$ cat config.mk
export PLATFORM = sky130hd
export DESIGN_NAME = mem_arbiter
export DESIGN_NICKNAME = d
export VERILOG_FILES = /design/src/rtl/mem_arbiter_pkg.sv /design/src/rtl/mem_req_slot.sv /design/src/rtl/mem_arbiter.sv
export SDC_FILE = /design/constraint.sdc
export NUM_CORES = 1
export LEC_CHECK = 0
export ABC_AREA = 0
export CELL_PAD_IN_SITES_DETAIL_PLACEMENT = 0
export CELL_PAD_IN_SITES_GLOBAL_PLACEMENT = 1
export CORE_MARGIN = 2
export CORE_UTILIZATION = 40
export DETAILED_ROUTE_END_ITERATION = 10
export GPL_TIMING_DRIVEN = 0
export PLACE_DENSITY = 0.85
export SETUP_SLACK_MARGIN = 0.4
export SYNTH_ARGS = -nofsm -noshare
export SYNTH_HDL_FRONTEND = slang
export SYNTH_SLANG_ARGS = --single-unit
$ cat constraint.sdc
create_clock -name clk -period 12.8 [get_ports clk]
set_input_delay 3.2 -clock clk [delete_from_list [all_inputs] [get_ports clk]]
set_output_delay 3.2 -clock clk [all_outputs]
set_load 0.005 [all_outputs]
$ cat src/rtl/mem_arbiter_pkg.sv
// Shared types for the fetch/data memory arbiter: FSM states, grant encoding, pending-slot record.
// Latency: n/a (types and helpers only).
// Backpressure: n/a.
package mem_arbiter_pkg;

    // Slot field widths; the top-level ADDR_W/DATA_W parameters default to these.
    localparam int SLOT_ADDR_W = 32;
    localparam int SLOT_DATA_W = 32;

    typedef enum logic [1:0] {
        IDLE = 2'd0,
        REQ  = 2'd1,
        RESP = 2'd2
    } state_t;

    typedef enum logic {
        GNT_F = 1'b0,
        GNT_D = 1'b1
    } gnt_t;

    // One pending request: fetch slots always carry we=0 and wdata=0.
    typedef struct packed {
        logic                   valid;
        logic [SLOT_ADDR_W-1:0] addr;
        logic                   we;
        logic [SLOT_DATA_W-1:0] wdata;
    } slot_t;

    // Data port wins whenever it has something pending.
    function automatic gnt_t pick_grant(input slot_t f, input slot_t d);
        pick_grant = d.valid ? GNT_D : GNT_F;
        if (!d.valid && !f.valid) begin
            pick_grant = GNT_F;
        end
    endfunction

    function automatic slot_t granted_slot(input gnt_t g, input slot_t f, input slot_t d);
        granted_slot = (g == GNT_D) ? d : f;
    endfunction

endpackage

$ cat src/rtl/mem_req_slot.sv
// Single pending-request register: captures a request pulse, holds it until the arbiter frees it.
// Latency: captured at the pulse edge; the post-edge contents are exposed combinationally as slot_nxt.
// Backpressure: none upstream; a pulse that finds the slot occupied (and not being freed) is dropped and flagged.
module mem_req_slot
    import mem_arbiter_pkg::*;
(
    input  logic  clk,
    input  logic  rst,
    input  slot_t cap,
    input  logic  clr,
    output slot_t slot_nxt,
    output logic  drop
);

    slot_t slot_q;

    // Next contents: free on clr, then take a new request if the slot is (or is becoming) empty.
    always_comb begin
        slot_nxt = slot_q;
        drop     = 1'b0;
        if (clr) begin
            slot_nxt.valid = 1'b0;
        end
        if (cap.valid) begin
            if (!slot_q.valid || clr) begin
                slot_nxt = cap;
            end else begin
                drop = 1'b1;
            end
        end
    end

    // Slot storage.
    always_ff @(posedge clk or posedge rst) begin
        if (rst) begin
            slot_q <= '0;
        end else begin
            slot_q <= slot_nxt;
        end
    end

endmodule

$ cat src/rtl/mem_arbiter.sv
// Shares one single-port memory between instruction fetch and load/store, one transaction at a time.
// Latency: pulse at edge N -> req_valid in N+1; read done in N+3, write done in N+2 at minimum.
// Backpressure: req_ready stalls and late resp_valid stretch latency indefinitely; extra pulses on a busy slot are dropped and set overrun.
module mem_arbiter
    import mem_arbiter_pkg::*;
#(
    parameter int ADDR_W = SLOT_ADDR_W,
    parameter int DATA_W = SLOT_DATA_W
) (
    input  logic              clk,
    input  logic              rst,
    input  logic              fetch_valid,
    input  logic [ADDR_W-1:0] fetch_addr,
    output logic [DATA_W-1:0] fetch_data,
    output logic              fetch_done,
    input  logic              mem_read_valid,
    input  logic              mem_write_valid,
    input  logic [ADDR_W-1:0] mem_addr,
    input  logic [DATA_W-1:0] mem_write_data,
    output logic [DATA_W-1:0] mem_read_data,
    output logic              data_done,
    output logic              overrun,
    output logic              req_valid,
    input  logic              req_ready,
    output logic [ADDR_W-1:0] req_addr,
    output logic              req_we,
    output logic [DATA_W-1:0] req_wdata,
    input  logic              resp_valid,
    input  logic [DATA_W-1:0] resp_data
);

    state_t state;
    state_t state_nxt;
    gnt_t   gnt;

    slot_t  cap_f;
    slot_t  cap_d;
    slot_t  nxt_f;
    slot_t  nxt_d;
    slot_t  iss;
    logic   drop_f;
    logic   drop_d;

    logic   clr_f;
    logic   clr_d;
    logic   issue;
    logic   accept;
    logic   resp_hit;
    logic   fetch_done_nxt;
    logic   data_done_nxt;

    // Shape the raw port pulses into slot records; a simultaneous read+write is a write.
    always_comb begin
        cap_f       = '0;
        cap_f.valid = fetch_valid;
        cap_f.addr  = SLOT_ADDR_W'(fetch_addr);

        cap_d       = '0;
        cap_d.valid = mem_read_valid | mem_write_valid;
        cap_d.addr  = SLOT_ADDR_W'(mem_addr);
        cap_d.we    = mem_write_valid;
        cap_d.wdata = SLOT_DATA_W'(mem_write_data);
    end

    mem_req_slot u_slot_f (
        .clk      (clk),
        .rst      (rst),
        .cap      (cap_f),
        .clr      (clr_f),
        .slot_nxt (nxt_f),
        .drop     (drop_f)
    );

    mem_req_slot u_slot_d (
        .clk      (clk),
        .rst      (rst),
        .cap      (cap_d),
        .clr      (clr_d),
        .slot_nxt (nxt_d),
        .drop     (drop_d)
    );

    // Issue looks at post-edge slot contents so a pulse at edge N can raise req_valid in N+1.
    assign issue    = (state == IDLE) && (nxt_f.valid || nxt_d.valid);
    assign iss      = granted_slot(pick_grant(nxt_f, nxt_d), nxt_f, nxt_d);
    assign accept   = (state == REQ) && req_valid && req_ready;
    assign resp_hit = (state == RESP) && resp_valid;

    // State and grant registers; the grant is frozen when a request is issued.
    always_ff @(posedge clk or posedge rst) begin
        if (rst) begin
            state <= IDLE;
            gnt   <= GNT_F;
        end else begin
            state <= state_nxt;
            if (issue) begin
                gnt <= pick_grant(nxt_f, nxt_d);
            end
        end
    end

    // Next-state: writes finish on acceptance, reads wait for the response.
    always_comb begin
        state_nxt = state;
        case (state)
            IDLE: begin
                if (nxt_f.valid || nxt_d.valid) begin
                    state_nxt = REQ;
                end
            end
            REQ: begin
                if (accept) begin
                    state_nxt = req_we ? IDLE : RESP;
                end
            end
            RESP: begin
                if (resp_valid) begin
                    state_nxt = IDLE;
                end
            end
            default: state_nxt = IDLE;
        endcase
    end

    // Completion decode: which slot to free and which done pulse to raise.
    always_comb begin
        clr_f          = 1'b0;
        clr_d          = 1'b0;
        fetch_done_nxt = 1'b0;
        data_done_nxt  = 1'b0;
        if (accept && req_we) begin
            clr_d         = 1'b1;
            data_done_nxt = 1'b1;
        end
        if (resp_hit) begin
            if (gnt == GNT_D) begin
                clr_d         = 1'b1;
                data_done_nxt = 1'b1;
            end else begin
                clr_f          = 1'b1;
                fetch_done_nxt = 1'b1;
            end
        end
    end

    // Registered outputs: request channel, done pulses, held read data, sticky overrun.
    always_ff @(posedge clk or posedge rst) begin
        if (rst) begin
            req_valid     <= 1'b0;
            req_addr      <= '0;
            req_we        <= 1'b0;
            req_wdata     <= '0;
            fetch_done    <= 1'b0;
            data_done     <= 1'b0;
            fetch_data    <= '0;
            mem_read_data <= '0;
            overrun       <= 1'b0;
        end else begin
            fetch_done <= fetch_done_nxt;
            data_done  <= data_done_nxt;
            overrun    <= overrun | drop_f | drop_d;
            if (issue) begin
                req_valid <= 1'b1;
                req_addr  <= ADDR_W'(iss.addr);
                req_we    <= iss.we;
                req_wdata <= DATA_W'(iss.wdata);
            end else if (accept) begin
                req_valid <= 1'b0;
            end
            if (resp_hit) begin
                if (gnt == GNT_D) begin
                    mem_read_data <= resp_data;
                end else begin
                    fetch_data <= resp_data;
                end
            end
        end
    end

endmodule

==> out/metrics.cfg, run 1 <==
[status]
status=finished clean

[timing]
tightest_slew_ns=0.820
whs_ns=0.480
rsz0062_at_grt=no
finalCriticalPeriod_ns=5.13
finalSetupViolCount=0
hold_violations=0
fmax_mhz=195
skew_ns=0.00987
fin_ws_ns=7.67
finalMaxSlewViolations=0
fin_crit_sh=0.400
max_slew_margin=0.452

[worst_setup_path]
required_ns=13.19
end_kind=register
worstPathCellList=clkdlybuf4s50_1 -> nand3_1 -> o311a_4 -> o31ai_4 -> clkbuf_1 -> o21ai_1
arrival_ns=5.51
path_max_fanout=10
critical_path_buf_inv_count=2
crit_family=compound AO/OA/AOI/OAI gates
critPathKind=primary input to register
startpoint_type=primary input
slowest_delay_ns=0.57
crit_slowest_cell=o31ai_4

[clocking]
cts.sinks=268
path_clk_slew_ns=0.06
postCtsHoldBufs=0
cts_root_buf=clkbuf_16
htree_num_levels=1
cts_made_buffers=29
cts_resized=0
clock_latency_ns=0.53
tritoncts=built
cts_max_path_buffers=3
post_cts_buffers=0

[final_layout]
nFillCells=2283
seq_area_sq_mm=0.00671
syn2layout_area_growth_pct=37.9
final_common_cell=dfrtp_1
final_cell_area_sq_mm=0.0148
multi_input_comb_area_sq_mm=0.00366
utilization=0.556
layout_common_cells=268 x dfrtp_1, 267 x clkdlybuf4s50_1, 145 x mux2_2, 73 x nand2_1, 64 x o21ai_1
nets=1218
drive_gt1_frac=0.222

[yosys]
synth-edff-count=0
syn-mean-instance-area_sq_um=13.7
yosys.area.top_type_share=0.624
yosysWarnings=0
synth_seq_cells=268
synth_cell_types=33
syn_area_sq_mm=0.0108
yosysSeqAreaShare=0.624
synth_area_leaders=dfrtp_1 62%, mux2_2 15%, a222oi_1 3.0%
synth_top_area_cell=dfrtp_1
synth_nets=918
async_flop_share=1.00
ys.flop_type=dfrtp_1
synth_cells=783

[floorplanning]
ios=268
fp.dieH_um=168
dieArea_sq_mm=0.0282
initial_core_util=0.404
die_w_um=168
core_sq_mm=0.0267
std_cell_rows=60

[detailed_routing]
detail-route-antenna-nets=0
vias=7522
routed_wl_mm=28.3
initialDrtViolationCount=743
vias_per_cell=5.21
drc=0
first_pass_iters=9
wl_per_cell_um=19.6

[global_routing]
antenna_found_initial=3
gr-total-overflow=0
grt_pass1_wl_mm=44.7
grt_usage=0.200
grt_start_max_net_pins=102
grt_pass1_vias=7838

[place]
gp_routability_congestion=0.793
port_buffers=267
placed_area_sq_mm=0.0139
dp_hpwl_mm=20.0
dp_slack_ns=7.06

[power]
ir_drop_v=0.0000956
power_uw=3470
power_per_cell_area_mw_per_mm2=234
p_leak_uw=0.00643

[flow_run]
cap_violations=0

[hold_path]
min-delay-path-class=register to register

-- stage by stage --
step	cells	TNS [ns]
global route	1443	0
floorplan	783	0
detailed placement	1393	0
finish	1443	0
CTS	1442	0
global placement	1391	-321.09
-- final cells by class --
| class | count | area share |
|---|---|---|
| Inverter | 5 | 0.00177 |
| Antenna cell | 1 | 0.000169 |
| Multi-Input combinational cell | 452 | 0.247 |
| Clock buffer | 43 | 0.0572 |
| Clock inverter | 6 | 0.00405 |
| Timing Repair Buffer | 269 | 0.184 |
| Sequential cell | 268 | 0.452 |
| Tap cell | 341 | 0.0288 |
| Buffer | 58 | 0.0250 |
-- flip-flops by register name, summed over array words and instances (netlist names) --
| name | count |
|---|---|
| data_done | 1 |
| fetch_data | 32 |
| fetch_done | 1 |
| gnt | 1 |
| mem_read_data | 32 |
| overrun | 1 |
| req_addr | 32 |
| req_valid | 1 |
| req_wdata | 32 |
| req_we | 1 |
| state | 2 |
| u_slot_d.slot_q | 66 |
| u_slot_f.slot_q | 66 |
-- kinds of logic after synthesis --
family | share of synthesized area
buf+inv | 0.0362
flops | 0.624
compound gates | 0.0970
mux | 0.171
simple gates | 0.0721
-- synth_stat cells, types with 6 or more instances --
master	number
mux2_2	145
a222oi_1	32
dfrtp_1	268
clkbuf_1	24
buf_2	14
nand2_1	73
nor2_1	6
o221ai_1	32
o21ai_1	64
mux2_4	10
and2_1	33
buf_6	16
or3_1	33
-- report_power, final --
group	total, uW	switching [uW]	internal [uW]	leakage (uW)
registers	1350	166	1180	0.00339
logic	1330	549	778	0.00260
clock network	797	324	473	0.000442
total	3470	1040	2430	0.00643
-- metal layers --
metal | wire (um) | track usage | vias up
li1 | - | - | 3453
met3 | 2030 | 0.0414 | 31
met5 | 27 | 0 | -
met2 | 13600 | 0.335 | 261
met1 | 12300 | 0.274 | 3773
met4 | 343 | 0.0374 | 4
-- path summary, 6_finish.rpt --
kind                                      from                  end  slack (ns)  cells after the start
max                                  req_ready         req_addr[16]        7.67                      6
max in group asynchronous                  rst  u_slot_f.slot_q[23]        8.34                      4
min in group asynchronous                  rst       fetch_data[16]        3.14                      2
min                        u_slot_f.slot_q[11]  u_slot_f.slot_q[11]        0.48                      1
min reg2reg                u_slot_f.slot_q[11]  u_slot_f.slot_q[11]        0.48                      1
max reg2reg                           state[0]         req_addr[16]       10.37                      5
Note: power is estimated with default switching activity, not from simulation.
==> run 2, diff against run 1 <==
==> constraint.sdc (replaced) <==
create_clock -name clk -period 5.2 [get_ports clk]
set_input_delay 1.3 -clock clk [delete_from_list [all_inputs] [get_ports clk]]
set_output_delay 1.3 -clock clk [all_outputs]
set_load 0.005 [all_outputs]
==> out/metrics.cfg, run 2 (same netlist as run 1, synthesis figures left out) <==
[worst_setup_path]
path_max_fanout=10  ; unchanged
crit_slowest_cell=o31ai_4  ; unchanged
startpoint_type=primary input  ; unchanged
critPathKind=primary input to register  ; unchanged
arrival_ns=3.65  ; was 5.51 ns
end_kind=register  ; unchanged
critical_path_buf_inv_count=2  ; unchanged
required_ns=5.59  ; was 13.19 ns
crit_family=compound AO/OA/AOI/OAI gates  ; unchanged
slowest_delay_ns=0.60  ; was 0.57 ns
worstPathCellList=clkdlybuf4s50_1 -> nand3_1 -> o311a_4 -> o31ai_4 -> clkbuf_1 -> o21ai_1  ; unchanged

[timing]
whs_ns=0.478  ; was 0.480 ns
fmax_mhz=307
skew_ns=0.0232  ; was 0.00987 ns
fin_crit_sh=0.627
fin_ws_ns=1.94  ; was 7.67 ns
finalSetupViolCount=0  ; unchanged
finalMaxSlewViolations=0  ; unchanged
tightest_slew_ns=0.886  ; was 0.820 ns
rsz0062_at_grt=no  ; unchanged
hold_violations=0  ; unchanged
max_slew_margin=0.408  ; was 0.452
finalCriticalPeriod_ns=3.26

[final_layout]
final_common_cell=dfrtp_1  ; unchanged
drive_gt1_frac=0.229  ; was 0.222
nets=1222  ; was 1218
layout_common_cells=268 x dfrtp_1, 267 x clkdlybuf4s50_1, 145 x mux2_2, 73 x nand2_1, 64 x o21ai_1  ; unchanged
syn2layout_area_growth_pct=39.2  ; was 37.9%
reg_top3=u_slot_d.slot_q (66), u_slot_f.slot_q (66)  ; unchanged
utilization=0.562  ; was 0.556

[global_routing]
grt-busiest-layer=met2  ; unchanged
grt_util_met3=0.0416  ; was 0.0414
antenna_found_initial=5  ; was 3
grt_pass1_vias=7880  ; was 7838
grt_pass1_wl_mm=44.9  ; was 44.7 mm
grt_start_max_net_pins=42  ; was 102
met1_usage=0.272  ; was 0.274
grt_usage=0.201  ; was 0.200
gr-total-overflow=0  ; unchanged
met2_usage=0.329  ; was 0.335

[hold_path]
min-delay-path-class=register to register  ; unchanged

[clocking]
path_clk_slew_ns=0.06  ; about the same
post_cts_buffers=0  ; unchanged
cts_resized=0  ; unchanged
postCtsHoldBufs=0  ; unchanged
htree_num_levels=1  ; unchanged
clock_latency_ns=0.55  ; was 0.53 ns
cts_made_buffers=28  ; was 29
cts_root_buf=clkbuf_16  ; unchanged
tritoncts=built  ; unchanged
cts_max_path_buffers=3  ; unchanged
cts.sinks=268  ; unchanged

[detailed_routing]
first_pass_iters=8  ; was 9
initialDrtViolationCount=496  ; was 743
vias=7633  ; was 7522
wl_per_cell_um=19.9  ; was 19.6 um
routed_wl_mm=28.8  ; was 28.3 mm
drc=0  ; unchanged
vias_per_cell=5.27  ; was 5.21
detail-route-antenna-nets=0  ; unchanged

[floorplanning]
ios=268  ; unchanged
dieArea_sq_mm=0.0282  ; unchanged
die_w_um=168  ; unchanged
std_cell_rows=60  ; unchanged
core_sq_mm=0.0267  ; unchanged
initial_core_util=0.404  ; unchanged
fp.dieH_um=168  ; unchanged

[place]
dp_hpwl_mm=20.6  ; was 20.0 mm
gp_routability_congestion=0.785  ; was 0.793
port_buffers=267  ; unchanged
dp_slack_ns=1.36  ; was 7.06 ns

[flow_run]
cap_violations=0  ; unchanged

[power]
power_per_cell_area_mw_per_mm2=581  ; was 234 mW/mm^2
ir_drop_v=0.000229  ; was 0.0000956 V
p_leak_uw=0.00650  ; was 0.00643 uW

[status]
status=finished clean  ; unchanged

run 2: final timing paths:
kind                                 from             endpoint  slack [ns]  depth (start not counted)
worst min register to register    overrun              overrun        0.48                          2
worst max-delay path            req_ready         req_addr[12]        1.94                          6
worst max register to register   state[0]         req_addr[12]        2.70                          5
max in group asynchronous             rst  u_slot_f.slot_q[24]        2.68                          6
min in group asynchronous             rst        fetch_data[1]        1.17                          2
worst min-delay path              overrun              overrun        0.48                          2
run 2: where the power goes:
group          switching [uW]  internal [uW]
Sequential                419           2910
Clock                     824           1260
Combinational            1360           1920
run 2: worst min-delay path, stage by stage (launching register included):
cell and delay [ns]:
dfrtp_1 0.34, a21oi_1 0.04, o21ai_0 0.06
run 2: routing by layer:
layer / vias to the layer above / share of wire
met1: 3819 / 0.44
met4: 8 / 0.029
met5: - / 0.0019
li1: 3483 / -
met2: 275 / 0.47
met3: 48 / 0.064
run 2: layout make-up:
class	instances	area [sq um]
fill	2226	11700
clock inverter	13	183
antenna	1	2.50
inverter	5	22.5
sequential	268	6710
tap	341	427
buffer	58	370
timing repair buffer	274	2810
clock buffer	37	785
multi-input combinational	452	3660
run 2: metrics by stage:
stage | std cells | power, uW | setup TNS, ns | cell area [sq um]
2_1_floorplan | 783 | 5050 | 0 | 10800
3_3_place_gp | 1391 | 6560 | -420.17 | 13900
3_5_place_dp | 1398 | 6660 | 0 | 14000
4_1_cts | 1448 | 8780 | 0 | 15000
5_1_grt | 1449 | 9200 | 0 | 15000
6_report | 1449 | 8690 | 0 | 15000
==> run 3, diff against run 2 <==
==> constraint.sdc (replaced) <==
create_clock -name clk -period 3.3 [get_ports clk]
set_input_delay 0.825 -clock clk [delete_from_list [all_inputs] [get_ports clk]]
set_output_delay 0.825 -clock clk [all_outputs]
set_load 0.005 [all_outputs]
==> out/metrics.cfg, run 3 (same netlist as run 1, synthesis figures left out) <==
[status]
status=finished clean  ; unchanged

[detailed_routing]
detail-route-antenna-nets=0  ; unchanged
vias_per_cell=5.28  ; was 5.27
vias=7646  ; was 7633
wl_per_cell_um=19.8  ; was 19.9 um
routed_wl_mm=28.7  ; was 28.8 mm
drc=0  ; unchanged
first_pass_iters=5  ; was 8
initialDrtViolationCount=485  ; was 496

[global_routing]
grt_pass1_vias=7880  ; unchanged
antenna_found_initial=5  ; unchanged
grt_usage=0.201  ; unchanged
gr-total-overflow=0  ; unchanged
grt_start_max_net_pins=42  ; unchanged
grt_pass1_wl_mm=44.9  ; unchanged

[power]
power_per_cell_area_mw_per_mm2=915  ; was 581 mW/mm^2
sw_frac_of_total=0.299  ; about the same
pwr-share-seq=0.383  ; about the same
ir_drop_v=0.000362  ; was 0.000229 V
p_leak_uw=0.00651  ; was 0.00650 uW
combPwrFrac=0.378  ; was 0.377
power_uw=13700  ; was 8690 uW
p_int_uw=9600  ; was 6090 uW
clkPwrFrac=0.240  ; about the same
p_sw_uw=4100  ; was 2600 uW

[clocking]
tritoncts=built  ; unchanged
post_cts_buffers=0  ; unchanged
postCtsHoldBufs=0  ; unchanged
path_clk_slew_ns=0.06  ; about the same
cts_max_path_buffers=3  ; unchanged
htree_num_levels=1  ; unchanged
cts_made_buffers=28  ; unchanged
cts.sinks=268  ; unchanged
cts_root_buf=clkbuf_16  ; unchanged
clock_latency_ns=0.54  ; was 0.55 ns

[worst_setup_path]
critPathKind=primary input to register  ; unchanged
path_max_fanout=10  ; unchanged
crit_start=req_ready  ; unchanged
required_ns=3.70  ; was 5.59 ns
arrival_ns=3.14  ; was 3.65 ns
startpoint_type=primary input  ; unchanged
r2r_start=state[0]  ; unchanged
end_kind=register  ; unchanged

[floorplanning]
core_sq_mm=0.0267  ; unchanged
die_w_um=168  ; unchanged
initial_core_util=0.404  ; unchanged
ios=268  ; unchanged
fp.dieH_um=168  ; unchanged
dieArea_sq_mm=0.0282  ; unchanged
std_cell_rows=60  ; unchanged

[final_layout]
instances_no_fill=1449  ; unchanged
nets=1222  ; unchanged
final_cell_area_sq_mm=0.0150  ; about the same
reg_top3=u_slot_d.slot_q (66), u_slot_f.slot_q (66)  ; unchanged
syn2layout_area_growth_pct=39.2  ; about the same
drive_gt1_frac=0.231  ; was 0.229
layout_common_cells=268 x dfrtp_1, 267 x clkdlybuf4s50_1, 145 x mux2_2, 73 x nand2_1, 64 x o21ai_1  ; unchanged
final_common_cell=dfrtp_1  ; unchanged
nFillCells=2224  ; was 2226

[place]
port_buffers=267  ; unchanged
dp_hpwl_mm=20.6  ; unchanged
placed_area_sq_mm=0.0140  ; unchanged
place_inst=1398  ; unchanged
gp_routability_congestion=0.785  ; unchanged

[timing]
fin_crit_sh=0.828
finalSetupViolCount=0  ; unchanged
rsz0062_at_grt=no  ; unchanged
finalMaxSlewViolations=0  ; unchanged
tightest_slew_ns=0.886  ; about the same
hold_violations=0  ; unchanged
fmax_mhz=366
finalCriticalPeriod_ns=2.73
max_slew_margin=0.408  ; about the same
skew_ns=0.0188  ; was 0.0232 ns
whs_ns=0.474  ; was 0.478 ns

[hold_path]
min-delay-path-class=register to register  ; unchanged
min_from=overrun  ; unchanged

[flow_run]
cap_violations=0  ; unchanged

==> run 3: cell counts in the layout (fill, tap and decap cells not counted) <==
Identical to the previous run, type by type.
==> run 3: final timing paths <==
kind	cells after the start	end	slack, ns
worst max-delay path	8	req_addr[12]	0.57
max in group asynchronous	6	u_slot_d.slot_q[23]	1.26
min in group asynchronous	2	fetch_data[1]	0.70
worst min-delay path	2	overrun	0.47
worst max register to register	7	req_addr[12]	0.86
worst min register to register	2	overrun	0.47
==> run 3: final cells by class <==
class | instances | area (sq um) | area share
inverters | 5 | 22.5 | 0.00150
repair buffers | 274 | 2810 | 0.188
flip-flops and latches | 268 | 6710 | 0.448
multi-input cells | 452 | 3660 | 0.244
plain buffers | 58 | 374 | 0.0250
well taps | 341 | 427 | 0.0285
clock buffers | 37 | 785 | 0.0524
diodes | 1 | 2.50 | 0.000167
clock inverters | 13 | 183 | 0.0122
==> run 3: critical path, stage by stage <==
cell and delay, ns:
clkdlybuf4s50_1 0.52, nand3_1 0.16, o311a_4 0.42, nor3_4 0.38, inv_2 0.17, clkbuf_1 0.30, o221ai_1 0.26, o21ai_1 0.09
==> run 3: per-layer routing <==
layer / vias to the layer above / global-route usage / part of all wire
met1: 3829 / 0.272 / 0.43
met5: - / 0 / 0.0019
met3: 48 / 0.0416 / 0.067
met2: 280 / 0.329 / 0.47
li1: 3481 / - / -
met4: 8 / 0.0605 / 0.028
==> run 3: what timing repair did <==
item | CTS | global route
endpoints found under the setup margin | 0 | 13
hold endpoints to repair | 0 | 0
resized for setup | 0 | 6
==> run 3: stage by stage <==
| step | setup slack, ns | TNS, ns | utilization |
|---|---|---|---|
| after floorplan | -1.06 | -285.28 | - |
| after global placement | -3.03 | -802.33 | 0.520 |
| after detailed placement | -0.0628 | -1.27 | 0.525 |
| after CTS | 0.519 | 0 | 0.562 |
| after global routing | 0.413 | 0 | 0.562 |
| final | 0.569 | 0 | 0.562 |
==> run 3: power groups by stage <==
stage	sequential [uW]	clock (uW)	combinational, uW
final	5250	3280	5170
after global routing	5410	3500	5600
after CTS	5250	3360	5230
after detailed placement	5300	0	5200
after global placement	5240	0	5090
after floorplan	5220	0	2750
